`src/rtl/seven_seg_pkg.sv`:
```
// seven_seg_pkg: shared segment encoding for the seven-segment scanner
package seven_seg_pkg;
    localparam int SEG_A = 0;
    localparam int SEG_B = 1;
    localparam int SEG_C = 2;
    localparam int SEG_D = 3;
    localparam int SEG_E = 4;
    localparam int SEG_F = 5;
    localparam int SEG_G = 6;
    localparam logic [6:0] SEG_OFF = 7'b1111111;
    localparam logic [6:0] SEG_TABLE [16] = '{
        7'b1000000, 7'b1111001, 7'b0100100, 7'b0110000,
        7'b0011001, 7'b0010010, 7'b0000010, 7'b1111000,
        7'b0000000, 7'b0010000, 7'b0001000, 7'b0000011,
        7'b1000110, 7'b0100001, 7'b0000110, 7'b0001110
    };
endpackage

```
`src/rtl/seven_seg_decode.sv`:
```
// seven_seg_decode: hex nibble to active-low gfedcba segments
module seven_seg_decode
    import seven_seg_pkg::*;
(
    input  logic [3:0] nib,
    output logic [6:0] seg
);
    // table lookup, one glyph per nibble
    always_comb seg = SEG_TABLE[nib];
endmodule

```
`src/rtl/seven_seg_scan.sv`:
```
// seven_seg_scan: multiplexed hex display driver with blanking, blink, dp and leading-zero suppression
module seven_seg_scan
    import seven_seg_pkg::*;
#(
    parameter int NUM_DIGITS = 4,
    parameter int SCAN_DIV   = 50000,
    parameter int BLINK_DIV  = 25000000
) (
    input  logic                    clk,
    input  logic                    reset,
    input  logic                    load,
    input  logic [4*NUM_DIGITS-1:0] value,
    input  logic [NUM_DIGITS-1:0]   blank_mask,
    input  logic [NUM_DIGITS-1:0]   blink_mask,
    input  logic [NUM_DIGITS-1:0]   dp_mask,
    input  logic                    lz_en,
    output logic [6:0]              seg,
    output logic                    dp_n,
    output logic [NUM_DIGITS-1:0]   an_n,
    output logic                    frame_start
);
    localparam int SW = $clog2(SCAN_DIV);
    localparam int BW = $clog2(BLINK_DIV);
    localparam int IW = NUM_DIGITS > 1 ? $clog2(NUM_DIGITS) : 1;

    if (NUM_DIGITS < 1 || NUM_DIGITS > 8) begin : g_bad_digits
        $error("seven_seg_scan: NUM_DIGITS must be 1..8");
    end
    if (SCAN_DIV < 2) begin : g_bad_scan
        $error("seven_seg_scan: SCAN_DIV must be >= 2");
    end
    if (BLINK_DIV < 2) begin : g_bad_blink
        $error("seven_seg_scan: BLINK_DIV must be >= 2");
    end

    logic [SW-1:0]           scan_cnt;
    logic [BW-1:0]           blink_cnt;
    logic [IW-1:0]           idx;
    logic                    phase;
    logic [4*NUM_DIGITS-1:0] sh_value;
    logic [NUM_DIGITS-1:0]   sh_blank;
    logic [NUM_DIGITS-1:0]   sh_blink;
    logic [NUM_DIGITS-1:0]   sh_dp;
    logic                    sh_lz;
    logic                    scan_tc;
    logic                    blink_tc;
    logic                    idx_last;
    logic [3:0]              nib;
    logic [6:0]              dec;
    logic                    lz;
    logic                    off;

    seven_seg_decode u_dec (
        .nib (nib),
        .seg (dec)
    );

    // selected digit: nibble, leading-zero test and overall blanking decision
    always_comb begin
        scan_tc  = scan_cnt == SW'(SCAN_DIV - 1);
        blink_tc = blink_cnt == BW'(BLINK_DIV - 1);
        idx_last = idx == IW'(NUM_DIGITS - 1);
        nib      = sh_value[4*idx +: 4];
        lz       = sh_lz && idx != '0 && (sh_value >> (4*idx)) == '0;
        off      = sh_blank[idx] | (sh_blink[idx] & phase) | lz;
    end

    // scan/blink timebase and shadow capture; load and index advance may share an edge
    always_ff @(posedge clk) begin
        if (reset) begin
            scan_cnt  <= '0;
            idx       <= '0;
            blink_cnt <= '0;
            phase     <= 1'b0;
            sh_value  <= '0;
            sh_blank  <= '0;
            sh_blink  <= '0;
            sh_dp     <= '0;
            sh_lz     <= 1'b0;
        end else begin
            scan_cnt  <= scan_tc ? '0 : scan_cnt + 1'b1;
            idx       <= scan_tc ? (idx_last ? '0 : idx + 1'b1) : idx;
            blink_cnt <= blink_tc ? '0 : blink_cnt + 1'b1;
            phase     <= blink_tc ? ~phase : phase;
            if (load) begin
                sh_value <= value;
                sh_blank <= blank_mask;
                sh_blink <= blink_mask;
                sh_dp    <= dp_mask;
                sh_lz    <= lz_en;
            end
        end
    end

    // registered display outputs, recomputed every cycle from the current state
    always_ff @(posedge clk) begin
        if (reset) begin
            seg         <= SEG_OFF;
            dp_n        <= 1'b1;
            an_n        <= '1;
            frame_start <= 1'b0;
        end else begin
            seg         <= off ? SEG_OFF : dec;
            dp_n        <= off | ~sh_dp[idx];
            an_n        <= ~(NUM_DIGITS'(1) << idx);
            frame_start <= idx == '0 && scan_cnt == '0;
        end
    end
endmodule

```
`config.mk`:
```
export PLATFORM = sky130hd
export DESIGN_NAME = seven_seg_scan
export DESIGN_NICKNAME = d
export VERILOG_FILES = /design/src/rtl/seven_seg_pkg.sv /design/src/rtl/seven_seg_decode.sv /design/src/rtl/seven_seg_scan.sv
export SDC_FILE = /design/constraint.sdc
export NUM_CORES = 1
export LEC_CHECK = 0
export ABC_AREA = 1
export CAP_MARGIN = 30
export CELL_PAD_IN_SITES_DETAIL_PLACEMENT = 1
export CELL_PAD_IN_SITES_GLOBAL_PLACEMENT = 2
export CORE_MARGIN = 3
export CORE_UTILIZATION = 31
export DETAILED_ROUTE_END_ITERATION = 6
export PLACE_DENSITY_LB_ADDON = 0.25
export SKIP_LAST_GASP = 1
export SLEW_MARGIN = 20
export SYNTH_ARGS = -nofsm -noshare
export SYNTH_HDL_FRONTEND = slang
export SYNTH_HIERARCHICAL = 1
export SYNTH_SLANG_ARGS = --single-unit
```
`constraint.sdc`:
```
create_clock -name clk -period 2.2 [get_ports clk]
set_clock_uncertainty 0.05 [all_clocks]
set_input_delay 0.44 -clock clk [delete_from_list [all_inputs] [get_ports clk]]
set_output_delay 0.44 -clock clk [all_outputs]
set_load 0.01 [all_outputs]
```
=== Word level (Yosys, flattened, before mapping) ===
Memories as Yosys holds them, arrays and structs flattened. A register that Yosys moved wholly into a read port is not among the register bits.
Cells that the tools add are included.

* Bits in registers: 79
* Bits in read-only memories: 112
* Bits of input ports: 32
* Output and inout bits: 13
* Memories: 1

{| class="wikitable"
|+ Memories
! memory !! depth !! width !! read ports !! clocked after Yosys merged registers in !! wr ports !! line !! source
|-
| (name not given) || 16 || 7 || 1 || 1 || 0 || seven_seg_decode.sv:9 || <nowiki>always_comb seg = SEG_TABLE[nib];</nowiki>
|}

* $add $sub $neg: 3
* Order comparisons: 1
* Eq/ne operators: 3
* Shifts and indexed selects: 3
* Multiplexer cells: 7
* Bitwise gates (word level): 8
* Reductions and logical operators: 10

{| class="wikitable"
|+ Operator list
! cell !! count
|-
| logical NOT 16 bit || 2
|-
| adder 25 x 1 -> 25 bit, second input constant || 1
|-
| equality test 25 bit, second input constant || 1
|-
| adder 16 x 1 -> 16 bit, second input constant || 1
|-
| equality test 16 bit, second input constant || 1
|-
| variable part select 16 x 5 -> 4 bit || 1
|-
| right shift 16 x 4 -> 16 bit || 1
|-
| binary-select mux 1 bit (select 2 bit) || 3
|-
| OR reduction 2 bit || 3
|-
| NOT 4 -> 5 bit || 1
|-
| NOT 4 bit || 1
|-
| << shifter 1 x 2 -> 4 bit, first input constant || 1
|-
| logical AND 1 bit || 3
|-
| < comparator 2 x 3 -> 1 bit, second input constant || 1
|-
| 2-to-1 mux 1 bit || 3
|-
| bitwise OR 1 bit || 3
|-
| adder 2 x 1 -> 2 bit, second input constant || 1
|-
| equality test 2 bit, second input constant || 1
|-
| logical NOT 2 bit || 1
|-
| 2-to-1 mux 2 bit || 1
|-
| NOT 1 bit || 2
|-
| nonzero test 2 bit || 1
|-
| bitwise AND 1 bit || 1
|}

=== Logic depth before layout (Yosys ltp) ===
* Depth in word-level cells: 6
* Depth in mapped cells: 15

=== Hierarchy ===
The synthesis kept the hierarchy.

{| class="wikitable"
|+ Modules (own cells, without submodules)
! module !! times used !! cells each !! area an instance (µm²)
|-
| seven_seg_scan || 1 || 588 || 4030.1
|-
| seven_seg_decode || 1 || 51 || 275.3
|}

=== Worst setup path before layout ===
Ideal clock, no wire load.

* Kind: register to register
* Start: register idx[0]
* End: register seg[3]
* Setup time: 125 ps
* Data arrival time: 1568 ps
* Path slack: 458 ps
* Cell stages (with the launch flop): 16
* Path buffers: 1
* Path through: dfxtp_1 -> inv_1 -> buf_4 -> nand2_1 -> nand3_1 -> nand2_1 -> inv_1 -> inv_1 -> ha_1 -> inv_1 -> nand2_1 -> nand2_1 -> nand2_1 -> nand2_1 -> inv_1 -> nand3_1

{| class="wikitable"
|+ RTL lines
! item !! line !! source
|-
| from (decl) || seven_seg_scan.sv:38 || <nowiki>logic [IW-1:0] idx;</nowiki>
|-
| from (signal assigned) || seven_seg_scan.sv:82 || <nowiki>idx <= scan_tc ? (idx_last ? '0 : idx + 1'b1) : idx;</nowiki>
|-
| variable part select 16 x 5 -> 4 bit || seven_seg_scan.sv:63 || <nowiki>nib = sh_value[4*idx +: 4];</nowiki>
|-
| named net nib[1] || seven_seg_scan.sv:48 || <nowiki>logic [3:0] nib;</nowiki>
|-
| NOT 4 -> 5 bit (not written as such) || seven_seg_decode.sv:9 ||
|-
| to (decl) || seven_seg_scan.sv:17 || <nowiki>output logic [6:0] seg,</nowiki>
|}

The timed path passes the listed nets, and every way through them passes these cells. The select of a mux whose other input is x is not followed.
A chain may end at the register's enable or synchronous reset.

=== Worst setup path in the final report ===
Ends and elaborated chain as after synthesis.

==> metrics.md <==
| Metric | Value |
|---|---|
| Crit path arrival time | `2.12 ns` |
| Hold_sp | `sh_blink[2]$_SDFFE_PP0P_` |
| Kind of start point of the critical path | `flip-flop` |
| Residual DRC count | `0` |
| Number of buffers created by CTS | `9` |
| FF-to-FF path depth | `14` |
| EDFF count, synth | `0` |
| Syn Area/Cell | `approximately 6.7 µm²` |
| Worst stage delay on the critical path | `~0.33 ns` |
| Mapped cell area | `between 4000 and 5000 µm²` |
| Worst skew pair latency | `~0.35 ns` |
| Multi-input logic area | `2237 µm²` |
| CP Cell Sequence | `buf_4, nand2_1, nand3_1, nand2_1, inv_1, inv_1, ha_1, inv_1, nand2_1, nand2_1, nand2_1, nand2_1, inv_1, nand3_1` |
| Synth Warn # | `6` |
| #FFs+latches synth | `86` |
| Die ar. | `15340 µm²` |
| Final hold viol count | `0` |
| Nets | `approximately 730` |
| Max Cap Viol | `0` |
| Register area | `between 1500 and 2000 µm²` |
| CTS tree | `yes` |
| Setup tns final | `0 ns` |
| RD Place Congestion | `0.8210` |
| Routed Antenna Nets | `0` |
| Crit path capture type | `flip-flop` |
| Worst hold stages | `2` |
| Reg2reg setup slack | `0.25 ns` |
| Synth Net Count | `between 600 and 700` |
| Slew Viols, Final | `0` |
| Leading area contributor after synthesis | `dfxtp_1` |
| Router iterations before antenna repair | `4` |
| Clock Sinks | `86` |
| Core region area | `around 13000 µm²` |
| Initial antenna violation count | `0` |
| Crit path time final | `between 1.5 and 2 ns` |
| First-pass GRT wire length | `a little under 20 mm` |
| Vias in the first global route | `~4000` |
| Worst slew margin | `0.7446` |
| Run status | `complete, no violations` |
| Fmax | `~0.51 GHz` |
| Post-CTS Hold Fix Bufs | `0` |
| Die height | `123.9 µm` |
| Synth area leaders | `dfxtp_1 40%, nand2_1 14%, nor2_1 11%` |
| Most used cell, CP | `nand2_1` |
| Sequential share of the synthesized area | `0.3999` |
| Worst-case clock buffer depth | `2` |
| CP Max Fanout | `21` |
| Num ports | `45` |
| P per Cell Area | `roughly 660 nW/µm²` |
| Worst min-delay path category | `flip-flop to flip-flop` |
| Area growth syn-to-layout | `20.78%` |
| Worst hold slack | `around 0.41 ns` |
| IO buf count | `between 40 and 50` |
| Die width | `approximately 120 µm` |
| Via density | `around 4.6` |
| Clock Tree Root | `clkbuf_16` |
| DR WL/cell | `13.08 µm` |
| Post-Synthesis Cells | `roughly 640` |
| Ys async rst share | `0` |
| N_diodes | `0` |
| Fillers | `1710` |
| Initial DRC count | `170` |
| Post-CTS Setup Inserts | `0` |
| P_leak | `between 1.5 and 2 nW` |
| Initial Utilization | `0.3213` |
| CTS resizes | `0` |
| Post-DP HPWL | `8.694 mm` |
| Layout cells sized above 1 | `0.05652` |
| Largest net degree at the start of global routing | `26` |
| Peak VDD IR | `315.9 µV` |
| Hold worst-path end | `sh_blink[2]$_SDFFE_PP0P_` |
| Area share of the largest cell type after synthesis | `0.3999` |
| Gr usage total | `0.1583` |
| RSZ-0062 raised after global routing | `no` |
| Slowest stage cell, crit path | `dfxtp_1` |
| Worst Tran Pin Value | `about 0.38 ns` |
| DRT Wirelength | `~11 mm` |
| Critical Path RT | `2.37 ns` |
| Worst reg2reg path endpoint | `seg[3]$_SDFF_PP1_` |
| Part of the cycle the worst path needs | `0.8844` |
| Cell Rows | `42` |
| H-tree depth | `3` |
| Reg clk slew, reported paths | `about 0.060 ns` |
| Final setup violation count | `0` |
| Setup CP Type | `flip-flop to flip-flop` |
| RR Startpoint | `idx[0]$_SDFFE_PP0P_` |
| Dominant synthesized flop cell | `dfxtp_1` |
| Detailed-route via count | `slightly above 4000` |
| Synth unique cells | `31` |
| Congestion Overflow GR | `0` |
[per-layer routing]
layer | wire length (µm) | global-route usage | up-vias
li1 | - | - | 2102
met1 | 5649 | 0.2084 | 1851
met2 | 5156 | 0.2568 | 55
met3 | 298 | 0.02498 | 15
met4 | 224 | 0.06713 | 0
met5 | 0 | 0 | -
[flip-flops by register name, summed over array words and instances, names as in the netlist]
register and flops:
sh_lz 1, scan_cnt 16, dp_n 1, sh_blink 4, idx 2, frame_start 1
phase 1, an_n 4, sh_blank 4, blink_cnt 25, seg 7, sh_dp 4
sh_value 16
[metrics by stage]
| step | cell area, µm² | total power [mW] | setup WS (ns) | utilization | cells |
|---|---|---|---|---|---|
| floorplan | 4305 | 1.876 | 0.4578 | - | 639 |
| global placement | 4931 | 2.021 | 0.3345 | 0.3680 | 851 |
| detailed placement | 4931 | 2.028 | 0.2558 | 0.3680 | 851 |
| CTS | 5200 | 3.465 | 0.2406 | 0.3880 | 866 |
| global route | 5200 | 3.582 | 0.004067 | 0.3880 | 866 |
| finish | 5200 | 3.415 | 0.2543 | 0.3880 | 866 |
[layout make-up]
class,instances,area share
Clock buffer,14,0.05077
Clock inverter,1,0.0009625
Sequential cell,86,0.3311
Multi-Input combinational cell,472,0.4302
Tap cell,176,0.04235
Timing Repair Buffer,54,0.09913
Inverter,63,0.04548
[cells by family (layout without fill, tap and decap cells)]
kind of cell,Yosys count,in the layout,synth area share
AND/OR/NAND/NOR,368,368,0.3589
flip-flops,86,86,0.3999
buffers and inverters,81,132,0.08050
AO/OA/AOI/OAI,74,74,0.08747
XOR/XNOR,16,16,0.03255
adder cells (fa/ha/maj),14,14,0.04069
[worst max-delay path, delay by kind of cell (launching register included)]
| kind | cells | cell delay, ns |
|---|---|---|
| buffers and inverters | 5 | 0.61 |
| and+or+nand+nor | 8 | 0.51 |
| DFF | 1 | 0.33 |
| adders and majority gates | 1 | 0.33 |
[cell usage in the layout (no fill, tap or decap)]
cell / Yosys / layout
or2_2: 1 / 1
clkbuf_16: 0 / 9
o21ai_1: 4 / 4
nand3b_1: 3 / 3
a21oi_1: 30 / 30
inv_2: 3 / 3
xnor2_1: 7 / 7
buf_4: 2 / 10
clkbuf_8: 0 / 2
nand2_2: 3 / 3
nor2_1: 130 / 130
ha_1: 14 / 14
nor2_4: 2 / 2
o21bai_1: 2 / 2
a31oi_1: 1 / 1
or2_0: 2 / 2
nor2_2: 6 / 6
nand4_1: 11 / 11
nand3_1: 44 / 44
xor2_1: 9 / 9
nand2_4: 1 / 1
clkinv_1: 1 / 1
inv_1: 59 / 59
dfxtp_1: 86 / 86
clkdlybuf4s50_1: 0 / 44
o21ai_0: 37 / 37
clkbuf_1: 8 / 3
clkinv_2: 0 / 1
nand2_1: 157 / 157
and2_1: 1 / 1
nand3_2: 1 / 1
nor3_1: 5 / 5
nor4_1: 1 / 1
[cell usage after synthesis (4+ instances only)]
cell type and number:
nand2_1 157, buf_6 4, a21oi_1 30, nor2_2 6, o21ai_0 37, clkbuf_1 8
xor2_1 9, xnor2_1 7, inv_1 59, nor2_1 130, buf_2 4, nor3_1 5
ha_1 14, o21ai_1 4, nand3_1 44, dfxtp_1 86, nand4_1 11
[where the power goes]
part	internal (mW)	total, mW	switching [mW]	leakage (nW)
Sequential	1.62	1.66	0.0391	0.705
Combinational	0.156	0.328	0.172	1.16
Clock	0.820	1.43	0.606	0.133
[how the worst max path moves through the flow]
stage                              to  depth (start not counted)                start
2_1_floorplan       seg[3]$_SDFF_PP1_                         15  idx[0]$_SDFFE_PP0P_
5_1_grt             seg[3]$_SDFF_PP1_                         14  idx[0]$_SDFFE_PP0P_
4_1_cts             seg[3]$_SDFF_PP1_                         14  idx[0]$_SDFFE_PP0P_
3_3_place_gp   scan_cnt[8]$_SDFF_PP0_                          5                reset
3_5_place_dp        seg[3]$_SDFF_PP1_                         14  idx[0]$_SDFFE_PP0P_
6_report            seg[3]$_SDFF_PP1_                         14  idx[0]$_SDFFE_PP0P_
Power figures use the tool's default switching activity.
